===== src/rtl/operand_scoreboard_if.sv =====
// operand_scoreboard_if: issue, writeback and operand-delivery signals of the scoreboard.
interface operand_scoreboard_if;
    logic        issue_valid;
    logic        issue_we;
    logic [4:0]  issue_a3;
    logic [4:0]  rs_a1;
    logic [4:0]  rs_a2;
    logic [31:0] grf_rd1;
    logic [31:0] grf_rd2;
    logic        wb_valid;
    logic [4:0]  wb_a3;
    logic [31:0] wb_wd;
    logic        stall;
    logic        op_valid;
    logic [31:0] op1;
    logic [31:0] op2;
    logic        sb_err;
    modport master (
        output issue_valid, issue_we, issue_a3, rs_a1, rs_a2, grf_rd1, grf_rd2,
        output wb_valid, wb_a3, wb_wd,
        input  stall, op_valid, op1, op2, sb_err
    );
    modport slave (
        input  issue_valid, issue_we, issue_a3, rs_a1, rs_a2, grf_rd1, grf_rd2,
        input  wb_valid, wb_a3, wb_wd,
        output stall, op_valid, op1, op2, sb_err
    );
endinterface


===== src/rtl/operand_scoreboard.sv =====
// operand_scoreboard: per-register pending counts gating issue and latching operands.
// Define OPERAND_BYPASS_EN to let a reader take the writeback value in the writeback cycle.
module operand_scoreboard (
    input logic                 clk,
    input logic                 clr,
    operand_scoreboard_if.slave bus
);
`ifdef OPERAND_BYPASS_EN
    localparam logic BYP = 1'b1;
`else
    localparam logic BYP = 1'b0;
`endif
    logic [1:0]  cnt [32];
    logic        hit1, hit2, rdy1, rdy2, full, fire, inc, dec;
    logic [31:0] v1, v2;
    // cnt[0] is only ever cleared, so register 0 is never pending
    always_comb begin
        hit1 = BYP && bus.wb_valid && bus.wb_a3 == bus.rs_a1 && cnt[bus.rs_a1] == 2'd1;
        hit2 = BYP && bus.wb_valid && bus.wb_a3 == bus.rs_a2 && cnt[bus.rs_a2] == 2'd1;
        rdy1 = cnt[bus.rs_a1] == 2'd0 || hit1;
        rdy2 = cnt[bus.rs_a2] == 2'd0 || hit2;
        // a same-cycle writeback to the destination frees the slot the issue needs
        full = bus.issue_we && bus.issue_a3 != 5'd0 && cnt[bus.issue_a3] == 2'd3 &&
               !(bus.wb_valid && bus.wb_a3 == bus.issue_a3);
        bus.stall = bus.issue_valid && (!rdy1 || !rdy2 || full);
        fire = bus.issue_valid && !bus.stall;
        inc = fire && bus.issue_we && bus.issue_a3 != 5'd0;
        dec = bus.wb_valid && bus.wb_a3 != 5'd0;
        v1 = hit1 ? bus.wb_wd : bus.rs_a1 == 5'd0 ? 32'h0 : bus.grf_rd1;
        v2 = hit2 ? bus.wb_wd : bus.rs_a2 == 5'd0 ? 32'h0 : bus.grf_rd2;
    end
    always_ff @(posedge clk or negedge clr) begin
        if (!clr) begin
            for (int i = 0; i < 32; i++) cnt[i] <= 2'd0;
            bus.op_valid <= 1'b0;
            bus.op1 <= 32'h0;
            bus.op2 <= 32'h0;
            bus.sb_err <= 1'b0;
        end else begin
            bus.op_valid <= fire;
            if (fire) begin
                bus.op1 <= v1;
                bus.op2 <= v2;
            end
            if (dec && cnt[bus.wb_a3] == 2'd0) bus.sb_err <= 1'b1;
            for (int i = 1; i < 32; i++) begin
                if (inc && bus.issue_a3 == 5'(i) && !(dec && bus.wb_a3 == 5'(i)))
                    cnt[i] <= cnt[i] + 2'd1;
                else if (dec && bus.wb_a3 == 5'(i) && !(inc && bus.issue_a3 == 5'(i)) && cnt[i] != 2'd0)
                    cnt[i] <= cnt[i] - 2'd1;
            end
        end
    end
endmodule


===== src/flat_wrapper.sv =====
// flat-port wrapper written by rule: the top's interface ports become plain ports
module operand_scoreboard_flat 
  (clk, clr, bus_issue_valid, bus_issue_we, bus_issue_a3, bus_rs_a1, bus_rs_a2, bus_grf_rd1, bus_grf_rd2, bus_wb_valid, bus_wb_a3, bus_wb_wd, bus_stall, bus_op_valid, bus_op1, bus_op2, bus_sb_err);
  operand_scoreboard_if bus_i ();
  input logic clk;
  input logic clr;
  input wire logic [$bits(bus_i.issue_valid)-1:0] bus_issue_valid;
  input wire logic [$bits(bus_i.issue_we)-1:0] bus_issue_we;
  input wire logic [$bits(bus_i.issue_a3)-1:0] bus_issue_a3;
  input wire logic [$bits(bus_i.rs_a1)-1:0] bus_rs_a1;
  input wire logic [$bits(bus_i.rs_a2)-1:0] bus_rs_a2;
  input wire logic [$bits(bus_i.grf_rd1)-1:0] bus_grf_rd1;
  input wire logic [$bits(bus_i.grf_rd2)-1:0] bus_grf_rd2;
  input wire logic [$bits(bus_i.wb_valid)-1:0] bus_wb_valid;
  input wire logic [$bits(bus_i.wb_a3)-1:0] bus_wb_a3;
  input wire logic [$bits(bus_i.wb_wd)-1:0] bus_wb_wd;
  output wire logic [$bits(bus_i.stall)-1:0] bus_stall;
  output wire logic [$bits(bus_i.op_valid)-1:0] bus_op_valid;
  output wire logic [$bits(bus_i.op1)-1:0] bus_op1;
  output wire logic [$bits(bus_i.op2)-1:0] bus_op2;
  output wire logic [$bits(bus_i.sb_err)-1:0] bus_sb_err;
  assign bus_i.issue_valid = bus_issue_valid;
  assign bus_i.issue_we = bus_issue_we;
  assign bus_i.issue_a3 = bus_issue_a3;
  assign bus_i.rs_a1 = bus_rs_a1;
  assign bus_i.rs_a2 = bus_rs_a2;
  assign bus_i.grf_rd1 = bus_grf_rd1;
  assign bus_i.grf_rd2 = bus_grf_rd2;
  assign bus_i.wb_valid = bus_wb_valid;
  assign bus_i.wb_a3 = bus_wb_a3;
  assign bus_i.wb_wd = bus_wb_wd;
  assign bus_stall = bus_i.stall;
  assign bus_op_valid = bus_i.op_valid;
  assign bus_op1 = bus_i.op1;
  assign bus_op2 = bus_i.op2;
  assign bus_sb_err = bus_i.sb_err;
  operand_scoreboard u_core (.clk(clk), .clr(clr), .bus(bus_i));
endmodule

===== config.mk =====
export PLATFORM = sky130hd
export DESIGN_NAME = operand_scoreboard_flat
export DESIGN_NICKNAME = d
export VERILOG_FILES = /design/src/rtl/operand_scoreboard_if.sv /design/src/rtl/operand_scoreboard.sv /design/src/flat_wrapper.sv
export SDC_FILE = /design/constraint.sdc
export NUM_CORES = 1
export LEC_CHECK = 0
export BUFFER_PORTS_ARGS = -buffer_cell sky130_fd_sc_hd__buf_2
export CAP_MARGIN = 20
export CORE_ASPECT_RATIO = 1.25
export CORE_MARGIN = 5
export CORE_UTILIZATION = 45
export CTS_CLUSTER_DIAMETER = 30
export CTS_CLUSTER_SIZE = 40
export DETAILED_ROUTE_END_ITERATION = 8
export PLACE_DENSITY_LB_ADDON = 0.08
export SLEW_MARGIN = 0
export SYNTH_ARGS = -nofsm -noshare
export SYNTH_HDL_FRONTEND = slang
export SYNTH_SLANG_ARGS = --single-unit

===== constraint.sdc =====
create_clock -name clk -period 3.88 [get_ports clk]
set_clock_uncertainty 0.15 [all_clocks]
set_input_delay 0.97 -clock clk [delete_from_list [all_inputs] [get_ports clk]]
set_output_delay 0.97 -clock clk [all_outputs]
set_load 0.005 [all_outputs]

* Yosys cells after proc, flatten, opt, wreduce, memory -nomap -nowiden
Index checks and enable logic that the tools add are counted.
Storage, ports and cells: register bits after elaboration 128, word-level logic and storage cells 547, input port bits 121, output and inout port bits 67
Operators by class: mux-type cells 76, bitwise operators 4, add/subtract/negate cells 62, equal/unequal tests 64, reduce and logical (&&, ||, !) cells 302, $lt $le $gt $ge 4
Operators by type and width (count):
- logical AND 1 bit | 165
- == test 5 bit, second input constant | 32
- two-way mux 2 bit | 70
- nonzero test 2 bit | 62
- == test 5 x 4 -> 1 bit, second input constant | 16
- logical NOT 1 bit | 66
- two-way mux 32 bit | 2
- adder 2 x 1 -> 2 bit, second input constant | 31
- subtractor 2 x 1 -> 2 bit, second input constant | 31
- binary-select mux 2 bit (select 5 bit) | 4
- == test 5 x 3 -> 1 bit, second input constant | 8
- greater-or-equal comparator 6 bit, second input constant | 4
- inverter 5 -> 6 bit | 4
- == test 5 x 2 -> 1 bit, second input constant | 4
- == test 5 x 1 -> 1 bit, second input constant | 2
- logical NOT 5 bit | 2
- nonzero test 5 bit | 2
- logical NOT 2 bit | 3
- == test 5 bit | 1
- == test 2 bit, second input constant | 1
- logical OR 1 bit | 2

* Logic depth before layout (Yosys ltp)
Gate-level depths: netlist of the first run.
depth after elaboration 19, depth in mapped cells 13

* Worst setup path after synthesis of the first run
Ideal clock, no wire load.
path type input port to output port, start point in bus_issue_a3[4], end point out bus_stall, data required time 2760 ps, setup slack -143 ps, cell stages on the path 9, arrival 2903 ps, path through buf_6 or3_1 buf_2 or3_4 o2111ai_2 and4b_4 nor3_4 and2_0 nor2b_1
Between the ends: longest elaborated chain between the ends 9
RTL lines:
- start: declaration | line flat_wrapper.sv:9 | input wire logic [$bits(bus_i.issue_a3)-1:0] bus_issue_a3;
- inverter 5 -> 6 bit (implied by the code) | line operand_scoreboard.sv:23 | full = bus.issue_we && bus.issue_a3 != 5'd0 && cnt[bus.issue_a3] == 2'd3 &&
- binary-select mux 2 bit (select 5 bit) | line operand_scoreboard.sv:23
- two-way mux 2 bit (implied by the code) (2 in series) | line operand_scoreboard.sv:23
- == test 2 bit | line operand_scoreboard.sv:23
- logical AND 1 bit | line operand_scoreboard.sv:23
- logical AND 1 bit * | line operand_scoreboard.sv:23
- logical OR 1 bit * | line operand_scoreboard.sv:25 | bus.stall = bus.issue_valid && (!rdy1 || !rdy2 || full);
- logical AND 1 bit * | line operand_scoreboard.sv:25
- end: declaration | line flat_wrapper.sv:17 | output wire logic [$bits(bus_i.stall)-1:0] bus_stall;
Every way passes the cells marked *; elsewhere a longest branch is shown, timed or not. The select of a mux whose other input is x is not followed.

* Worst setup path in the final report of the first run
start point in bus_rs_a2[0], end point out bus_stall
Between the ends: longest elaborated chain between the ends 9
RTL lines:
- start: declaration | line flat_wrapper.sv:11 | input wire logic [$bits(bus_i.rs_a2)-1:0] bus_rs_a2;
- inverter 5 -> 6 bit (implied by the code) | line operand_scoreboard.sv:21 | rdy2 = cnt[bus.rs_a2] == 2'd0 || hit2;
- binary-select mux 2 bit (select 5 bit) | line operand_scoreboard.sv:21
- two-way mux 2 bit (implied by the code) (2 in series) | line operand_scoreboard.sv:21
- logical NOT 2 bit | line operand_scoreboard.sv:21
- logical NOT 1 bit | line operand_scoreboard.sv:25
- logical OR 1 bit (2 in series) | line operand_scoreboard.sv:25
- logical AND 1 bit | line operand_scoreboard.sv:25
Every way passes these cells. The select of a mux whose other input is x is not followed.

==> results of run 1 <==
[through the flow]
step	total power (W)	setup slack (ps)	util
finish	0.00490	50.6	0.550
floorplan	0.00263	6.98	-
global placement	0.00320	-143	0.514
CTS	0.00494	10.2	0.547
global route	0.00520	-22.5	0.550
detailed placement	0.00323	-156	0.514
[power by group through the flow]
stage	clock network (W)	registers, W	logic, W
2_1_floorplan	0	0.00188	0.000753
3_3_place_gp	0	0.00191	0.00129
3_5_place_dp	0	0.00192	0.00131
4_1_cts	0.00173	0.00189	0.00132
5_1_grt	0.00179	0.00194	0.00146
6_report	0.00169	0.00190	0.00132
[how the worst max path moves through the flow]
stage	end	slack [ps]
finish	bus_stall	50
global route	bus_stall	-20
CTS	bus_stall	10
detailed placement	bus_stall	-160
global placement	bus_stall	-140
floorplan	bus_stall	7
[registers in the layout, indices dropped and copies added, names as in the netlist]
name	cells
u_core.cnt	62
u_core.bus.op2	32
u_core.bus.op_valid	1
u_core.bus.sb_err	1
u_core.bus.op1	32
[what timing repair did]
item / in CTS / in global routing
pin swaps: 1 / 1
setup endpoints to repair: 1 / 1
hold buffers: 0 / 0
buffers inserted: 1 / 0
resized for setup: 5 / 13
hold endpoints to repair: 0 / 0
[cell usage in the layout, fill, tap and decap left out, types with 7 or more instances in the layout]
cell type    n
dfrtp_1    128
nand2_1    201
o2111ai_1   10
mux2_2      15
o21ai_0     95
nand3_1     29
mux2_4       9
xnor2_1      7
o22a_1      18
and3_1      11
a21oi_1     24
nand3b_1     7
and3b_1     13
mux2i_1     22
buf_2      150
mux4_2      14
nor2_1      97
nand3_2     14
inv_1        9
and2_1      19
o21ai_1      9
a211oi_1    13
nand4_1      8
buf_4       52
clkbuf_16   17
nor3_1      54
nor2b_1     11
a21boi_0    16
[per-layer routing]
metal	share of wire	wire length [µm]
met1	0.40	11400
met2	0.48	13400
met3	0.072	2030
met4	0.048	1350
met5	0	0
[final cells by class]
| cell class | instances | area (µm²) | area share |
|---|---|---|---|
| repair buffers | 211 | 1260 | 0.119 |
| well taps | 236 | 295 | 0.0279 |
| inverters | 10 | 41.3 | 0.00390 |
| clock buffers | 18 | 429 | 0.0405 |
| flip-flops and latches | 128 | 3200 | 0.302 |
| multi-input cells | 826 | 5180 | 0.489 |
| clock inverters | 14 | 185 | 0.0175 |
[cell families after synthesis]
| family | synth area share |
|---|---|
| simple gates | 0.283 |
| compound gates | 0.189 |
| flops | 0.367 |
| buf+inv | 0.0452 |
| mux | 0.102 |
| xor+xnor | 0.0131 |
[worst register-to-register path: stages, from the launching register on]
cell and delay [ps]:
dfrtp_1 450, nor2_1 300, a21oi_1 110, mux4_2 480, o2bb2ai_2 160, buf_4 150
buf_4 140, nor4_1 390, buf_4 220, nand3_1 170, xnor2_1 180, mux2_2 260
==> out/results.ini, run 1 <==
[outcome]
status=finished, final reports clean

[sta]
tns_ps=0
fmax_mhz=261
rsz0062_at_grt=true
worstMarginPinSlew_ps=602
min_period_ps=3830
hold_viol=0
slew_headroom=0.598
setup_viol=0
holdWs_ps=322
slew_violations=0
min_period_over_period=0.987

[power_and_ir_drop]
switching_share=0.333
vdd_ir_drop_max_mv=0.288
power.density_nw_per_um2=462
p_int_w=0.00327
sequentialPowerShare=0.387
pwr-share-comb=0.269
p_leak_nw=5.19
pwr-share-clk=0.344
p_switching_w=0.00163

[logic_synthesis]
synth-edff-count=0
synth_area_leaders=dfrtp_1 37%, nand2_1 8.6%, o21ai_0 5.4%, nor2_1 4.2%, mux4_2 3.6%
synth_top_area_cell=dfrtp_1
synth.cell_area_um2=8720
ys_warn_count=2
synth_flop_cell=dfrtp_1
ys_types=75
async_flop_share=1.00
synth_nets=1157
synth_top_area_frac=0.367
yosysSeqAreaShare=0.367
ys_ff_latch=128
postSynthAreaPerCell_um2=8.42
yosysMostFrequentCell=nand2_1
synth_cells=1036
yosys-top-cells-count=201 x nand2_1, 128 x dfrtp_1, 97 x nor2_1, 95 x o21ai_0, 55 x nor3_1

[finish]
layoutNonFillerInstCount=1443
fillCellCount=1827
antenna_cells=0
design_area_um2=10600
drive_gt1_frac=0.268
final_nets=1315
syn_to_final_growth_pct=21.4

[grt]
grt_start_max_net_pins=84
grt_pass1_wl_um=44300
grt_pass1_vias=8172
grt_use_met2=0.412
gr-usage-met1=0.311
top_usage_layer=met2
overflow=0
track_usage=0.251
antenna_found_initial=0
use_met3=0.0525

[clocking]
ctsRootBufferMaster=clkbuf_16
cts_max_level=4
cts.sinks=128
cts.clk_slew.worst_paths_ps=60
cts_tree=done
cts_buffers=17
cts_buffer_depth=2
clk_latency_ps=430

[die]
dieArea_um2=22300
num_rows=57
die_w_um=135
io_pins=188
core_um2=19300
start_util=0.453
chipHeight_um=166

[critical_path]
cp-startpoint=bus_rs_a2[0]
critPathKind=in -> out
r2r_start=u_core.cnt[18]
cp_slowest_stage_delay_ps=340
cp.required_ps=2760
start_kind=primary input
ff2ff_path_depth=11
path_depth=10
cp_max_fo=9
cp_cell_sequence=clkbuf_4 -> buf_4 -> or3_1 -> a21oi_2 -> o22ai_1 -> a31o_2 -> nor3_4 -> and2_4 -> nor2b_1 -> buf_2
critPathBufInv=3
rr_endpoint=u_core.cnt[44]
r2r_setup_slack_ps=620
crit_family=simple AND/OR/NAND/NOR gates
endpoint_kind=primary output
arrival_ps=2710
critPathSlowestCell=or3_1

[hold_path]
hold_depth=2
hold_start=u_core.bus.op2[15]
min_to=u_core.bus.op2[15]
holdCritPathClass=reg -> reg

[place]
gp_congestion=0.984
placed_area_um2=9900
dp_cells=1410
numPortBuffers=155
dp_hpwl_um=20800

[detailed_routing]
vias=8466
dr.pass1.iters=5
drc_errors=0
via_per_inst=5.87
drt_iter0_drc=648
wl_per_cell_um=19.5
drt-total-wl_um=28100
route.antenna.remaining_nets=0

[job]
drv_cap=0

Power figures use the tool's default switching activity.
==> inputs of run 2 (changes only) <==
--- a/config.mk
+++ b/config.mk
@@ -13,7 +13,7 @@
 export CTS_CLUSTER_DIAMETER = 30
 export CTS_CLUSTER_SIZE = 40
 export DETAILED_ROUTE_END_ITERATION = 8
-export PLACE_DENSITY_LB_ADDON = 0.08
+export PLACE_DENSITY = 0.7
 export SLEW_MARGIN = 0
 export SYNTH_ARGS = -nofsm -noshare
 export SYNTH_HDL_FRONTEND = slang
==> run 2 against run 1 <==
- die area did not move
- largest cell class unchanged
- setup slack got worse by 6.8 ps
- highest routed layer unchanged
- clock power barely moved
- combinational power barely moved
- first-iteration DRC count fell by 9.7%
- global-route usage fell by 0.82 points
- utilization rose by 0.49 points
==> out/results.ini, run 2 (same netlist as run 1, synthesis figures left out) <==
[critical_path]
cp.required_ps=2760
r2r_setup_slack_ps=690
arrival_ps=2720
critPathKind=in -> out
rr_endpoint=u_core.cnt[40]
crit_end=bus_stall
cp_max_fo=19
start_kind=primary input
endpoint_kind=primary output
cp-startpoint=bus_issue_a3[1]
ff2ff_path_depth=9
r2r_start=u_core.cnt[38]

[grt]
grt_start_max_net_pins=130
track_usage=0.242
overflow=0
antenna_found_initial=0
grt_pass1_vias=8128
grt_pass1_wl_um=43100

[clocking]
cts_hold_buf=0
cts_max_level=4
cts.sinks=128
ctsRootBufferMaster=clkbuf_16
cts.clk_slew.worst_paths_ps=60
cts_buffers=17
cts_buffer_depth=2
clk_latency_ps=420
cts_tree=done

[finish]
reg_top3=u_core.cnt: 62 flops, u_core.bus.op1: 32 flops, u_core.bus.op2: 32 flops
layout_common_cells=201 x nand2_1, 150 x buf_2, 128 x dfrtp_1
final_common_cell=nand2_1
drive_gt1_frac=0.277
design_area_um2=10700
fillCellCount=1749
final_nets=1316
antenna_cells=0
syn_to_final_growth_pct=22.5
largest_reg_flops=62
top_register=u_core.cnt

[sta]
fmax_mhz=261
slew_headroom=0.475
fin_ws_ps=43.8
min_period_ps=3840
worstMarginPinSlew_ps=788
min_period_over_period=0.989
slew_violations=0
hold_viol=0
tns_ps=0
setup_viol=0
holdWs_ps=321

[power_and_ir_drop]
p_leak_nw=5.24
vdd_ir_drop_max_mv=0.268
power_w=0.00491
power.density_nw_per_um2=459

[detailed_routing]
drc_errors=0
drt_iter0_drc=585
top_layer=met4
drt-total-wl_um=27600
met2WireLength_um=12600
dr.pass1.iters=6
vias=8733
wl_met3_um=2360
route.antenna.remaining_nets=0
via_per_inst=6.05
wl_per_cell_um=19.1
drt-met1-wl_um=11000

[die]
start_util=0.453
die_w_um=135
dieArea_um2=22300
io_pins=188
num_rows=57
chipHeight_um=166
core_um2=19300

[place]
gp_congestion=1.00
dp_slack_ps=-193
numPortBuffers=155
dp_hpwl_um=20100
placed_area_um2=9910

[hold_path]
holdCritPathClass=reg -> reg

[outcome]
status=finished, final reports clean

[job]
drv_cap=0

-- run 2: cell count changes in the layout (fill, tap and decap cells not counted), sizes merged --
cell    previous run  this run
buf              209       211
clkbuf            20        19
-- run 2: where the power goes --
group,leakage (nW),total [W],switching [W],internal (W)
Clock,0.294,0.00168,0.000659,0.00102
Sequential,1.66,0.00190,0.000253,0.00164
Combinational,3.28,0.00133,0.000724,0.000604
-- run 2: worst min path at each step --
stage                            start            endpoint  slack (ps)  cells after the start
finish               u_core.bus.sb_err   u_core.bus.sb_err         320                      1
global route        u_core.bus.op2[25]  u_core.bus.op2[25]         350                      2
global placement     u_core.bus.op1[9]   u_core.bus.op1[9]         310                      2
floorplan            u_core.bus.sb_err   u_core.bus.sb_err         310                      1
CTS                  u_core.bus.sb_err   u_core.bus.sb_err         330                      1
detailed placement   u_core.bus.sb_err   u_core.bus.sb_err         310                      1
-- run 2: worst max-delay path: stages --
cell and delay [ps]:
buf_8 150, nand3_1 110, o21ai_2 60, mux4_2 510, a32o_2 290, a211oi_4 260
and2_4 200, nor2b_1 40, buf_2 120
-- run 2: routing by layer --
metal	track usage	vias to the layer above
met5	0	-
met1	0.303	4126
met2	0.391	439
met4	0.142	0
li1	-	4064
met3	0.0434	104
-- run 2: stage by stage --
step | util | instances
floorplan | - | 1036
global placement | 0.515 | 1409
detailed placement | 0.515 | 1409
CTS | 0.548 | 1441
global route | 0.555 | 1444
finish | 0.555 | 1444
-- run 2: what timing repair did --
action	4_1_cts	5_1_grt
gates resized for setup	7	29
endpoints found under the setup margin	1	1
setup buffers	0	3
pin swaps	3	7
-- run 2: area by class of cell --
cell class,count,area (µm²),share of cell area
Clock buffer,18,429,0.0401
Clock inverter,14,185,0.0173
Inverter,10,41.3,0.00386
Multi-Input combinational cell,826,5240,0.490
Sequential cell,128,3200,0.300
Tap cell,236,295,0.0276
Timing Repair Buffer,212,1300,0.121
==> inputs of run 3 (changes only) <==
--- a/config.mk
+++ b/config.mk
@@ -7,13 +7,15 @@
 export LEC_CHECK = 0
 export BUFFER_PORTS_ARGS = -buffer_cell sky130_fd_sc_hd__buf_2
 export CAP_MARGIN = 20
+export CELL_PAD_IN_SITES_DETAIL_PLACEMENT = 0
+export CELL_PAD_IN_SITES_GLOBAL_PLACEMENT = 1
 export CORE_ASPECT_RATIO = 1.25
 export CORE_MARGIN = 5
-export CORE_UTILIZATION = 45
+export CORE_UTILIZATION = 37
 export CTS_CLUSTER_DIAMETER = 30
 export CTS_CLUSTER_SIZE = 40
 export DETAILED_ROUTE_END_ITERATION = 8
-export PLACE_DENSITY = 0.7
+export PLACE_DENSITY = 0.76
 export SLEW_MARGIN = 0
 export SYNTH_ARGS = -nofsm -noshare
 export SYNTH_HDL_FRONTEND = slang
==> run 3 against run 2 <==
- combinational power barely moved
- sequential share of layout area is essentially flat
- setup slack gained 7.7 ps
- largest power group unchanged
- non-clock buffer count increased by 5
- largest cell class unchanged
==> out/results.ini, run 3 (same netlist as run 1, synthesis figures left out) <==
[grt]
grt_start_max_net_pins=73
antenna_found_initial=1
track_usage=0.217
grt_pass1_wl_um=46100
overflow=0
grt_pass1_vias=8274

[sta]
worstMarginPinSlew_ps=585
hold_viol=0
fmax_mhz=261
rsz0062_at_grt=false
min_period_over_period=0.987
setup_viol=0
slew_headroom=0.609
tns_ps=0
holdWs_ps=323
min_period_ps=3830
slew_violations=0

[detailed_routing]
drt-total-wl_um=29400
via_per_inst=5.64
wl_per_cell_um=19.6
drt_iter0_drc=502
route.antenna.remaining_nets=0
drc_errors=0
dr.pass1.iters=4
vias=8466

[finish]
final_nets=1321
syn_to_final_growth_pct=22.7
top_register=u_core.cnt
final_common_cell=nand2_1
drive_gt1_frac=0.274
antenna_cells=0
design_area_um2=10700
largest_reg_flops=62
layout_common_cells=201 x nand2_1, 150 x buf_2, 128 x dfrtp_1
fin_util=0.463
reg_top3=u_core.cnt: 62 flops, u_core.bus.op1: 32 flops, u_core.bus.op2: 32 flops

[clocking]
cts_max_level=4
cts.clk_slew.worst_paths_ps=60
cts_buffers=17
cts_tree=done
cts.sinks=128
clk_latency_ps=420
ctsRootBufferMaster=clkbuf_16
cts_buffer_depth=2

[die]
num_rows=62
start_util=0.377
core_um2=23100
dieArea_um2=26800
die_w_um=147
chipHeight_um=182
io_pins=188

[place]
placed_area_um2=10000
dp_hpwl_um=21800
gp_congestion=0.938
numPortBuffers=155

[critical_path]
r2r_setup_slack_ps=720
cp.required_ps=2760
critPathKind=in -> out
critPathBufInv=2
crit_family=compound AO/OA/AOI/OAI gates
cp_slowest_stage_delay_ps=510
cp_max_fo=5
cp_cell_sequence=bufbuf_16 -> nand3_1 -> o21ai_1 -> mux4_2 -> a32o_2 -> a211oi_4 -> and2_4 -> nor2b_1 -> buf_2
arrival_ps=2710
critPathSlowestCell=mux4_2
ff2ff_path_depth=10
start_kind=primary input
endpoint_kind=primary output
r2r_start=u_core.cnt[12]
rr_endpoint=u_core.cnt[0]

[hold_path]
hold_start=u_core.bus.op2[12]
hold_depth=2
min_to=u_core.bus.op2[12]
holdCritPathClass=reg -> reg

[power_and_ir_drop]
power.density_nw_per_um2=452
power_w=0.00483
p_leak_nw=5.23
vdd_ir_drop_max_mv=0.352

[job]
drv_cap=0

[outcome]
status=finished, final reports clean

==> run 3: cell type report <==
| class | count | area [µm²] |
|---|---|---|
| multi-input combinational | 826 | 5180 |
| tap | 288 | 360 |
| timing repair buffer | 217 | 1350 |
| clock inverter | 14 | 144 |
| clock buffer | 18 | 429 |
| inverter | 10 | 38.8 |
| sequential | 128 | 3200 |
| fill | 2292 | 12400 |
==> run 3: what timing repair did <==
action | CTS | global route
setup endpoints to repair | 1 | 1
buffers inserted | 2 | 0
hold buffers | 0 | 0
gates resized for setup | 12 | 13
endpoints found under the hold margin | 0 | 0
pin swaps | 4 | 6
cloned | 1 | 0
==> run 3: worst max-delay path by stage <==
stage | start | to | slack [ps] | cells after the start
2_1_floorplan | bus_issue_a3[4] | bus_stall | 7 | 9
3_3_place_gp | bus_issue_a3[1] | bus_stall | -160 | 10
3_5_place_dp | bus_issue_a3[1] | bus_stall | -170 | 10
4_1_cts | bus_issue_a3[1] | bus_stall | -3 | 10
5_1_grt | bus_issue_a3[1] | bus_stall | 3 | 9
6_report | bus_issue_a3[1] | bus_stall | 50 | 9
==> run 3: metrics by stage <==
| stage | std cells | worst slack, ps |
|---|---|---|
| floorplan | 1036 | 6.98 |
| global placement | 1467 | -163 |
| detailed placement | 1467 | -169 |
| CTS | 1501 | -3.25 |
| global route | 1501 | 2.97 |
| finish | 1501 | 51.5 |
==> run 3: worst min-delay path, cell delays in order (launching register included) <==
cell and delay [ps]:
dfrtp_1 340, nand2_1 40, o21ai_0 60
==> run 3: metal layers <==
| layer | vias to the layer above | wire length [µm] | track usage |
|---|---|---|---|
| met5 | - | 13 | 0 |
| met4 | 2 | 1250 | 0.0981 |
| met3 | 71 | 1980 | 0.0474 |
| met2 | 328 | 13600 | 0.359 |
| met1 | 3995 | 12500 | 0.272 |
| li1 | 4070 | - | - |
==> run 3: report_power, final <==
group | leakage, nW | internal (W) | switching, W
logic | 3.30 | 0.000611 | 0.000732
clock network | 0.269 | 0.000903 | 0.000693
registers | 1.66 | 0.00164 | 0.000250
total | 5.23 | 0.00316 | 0.00168
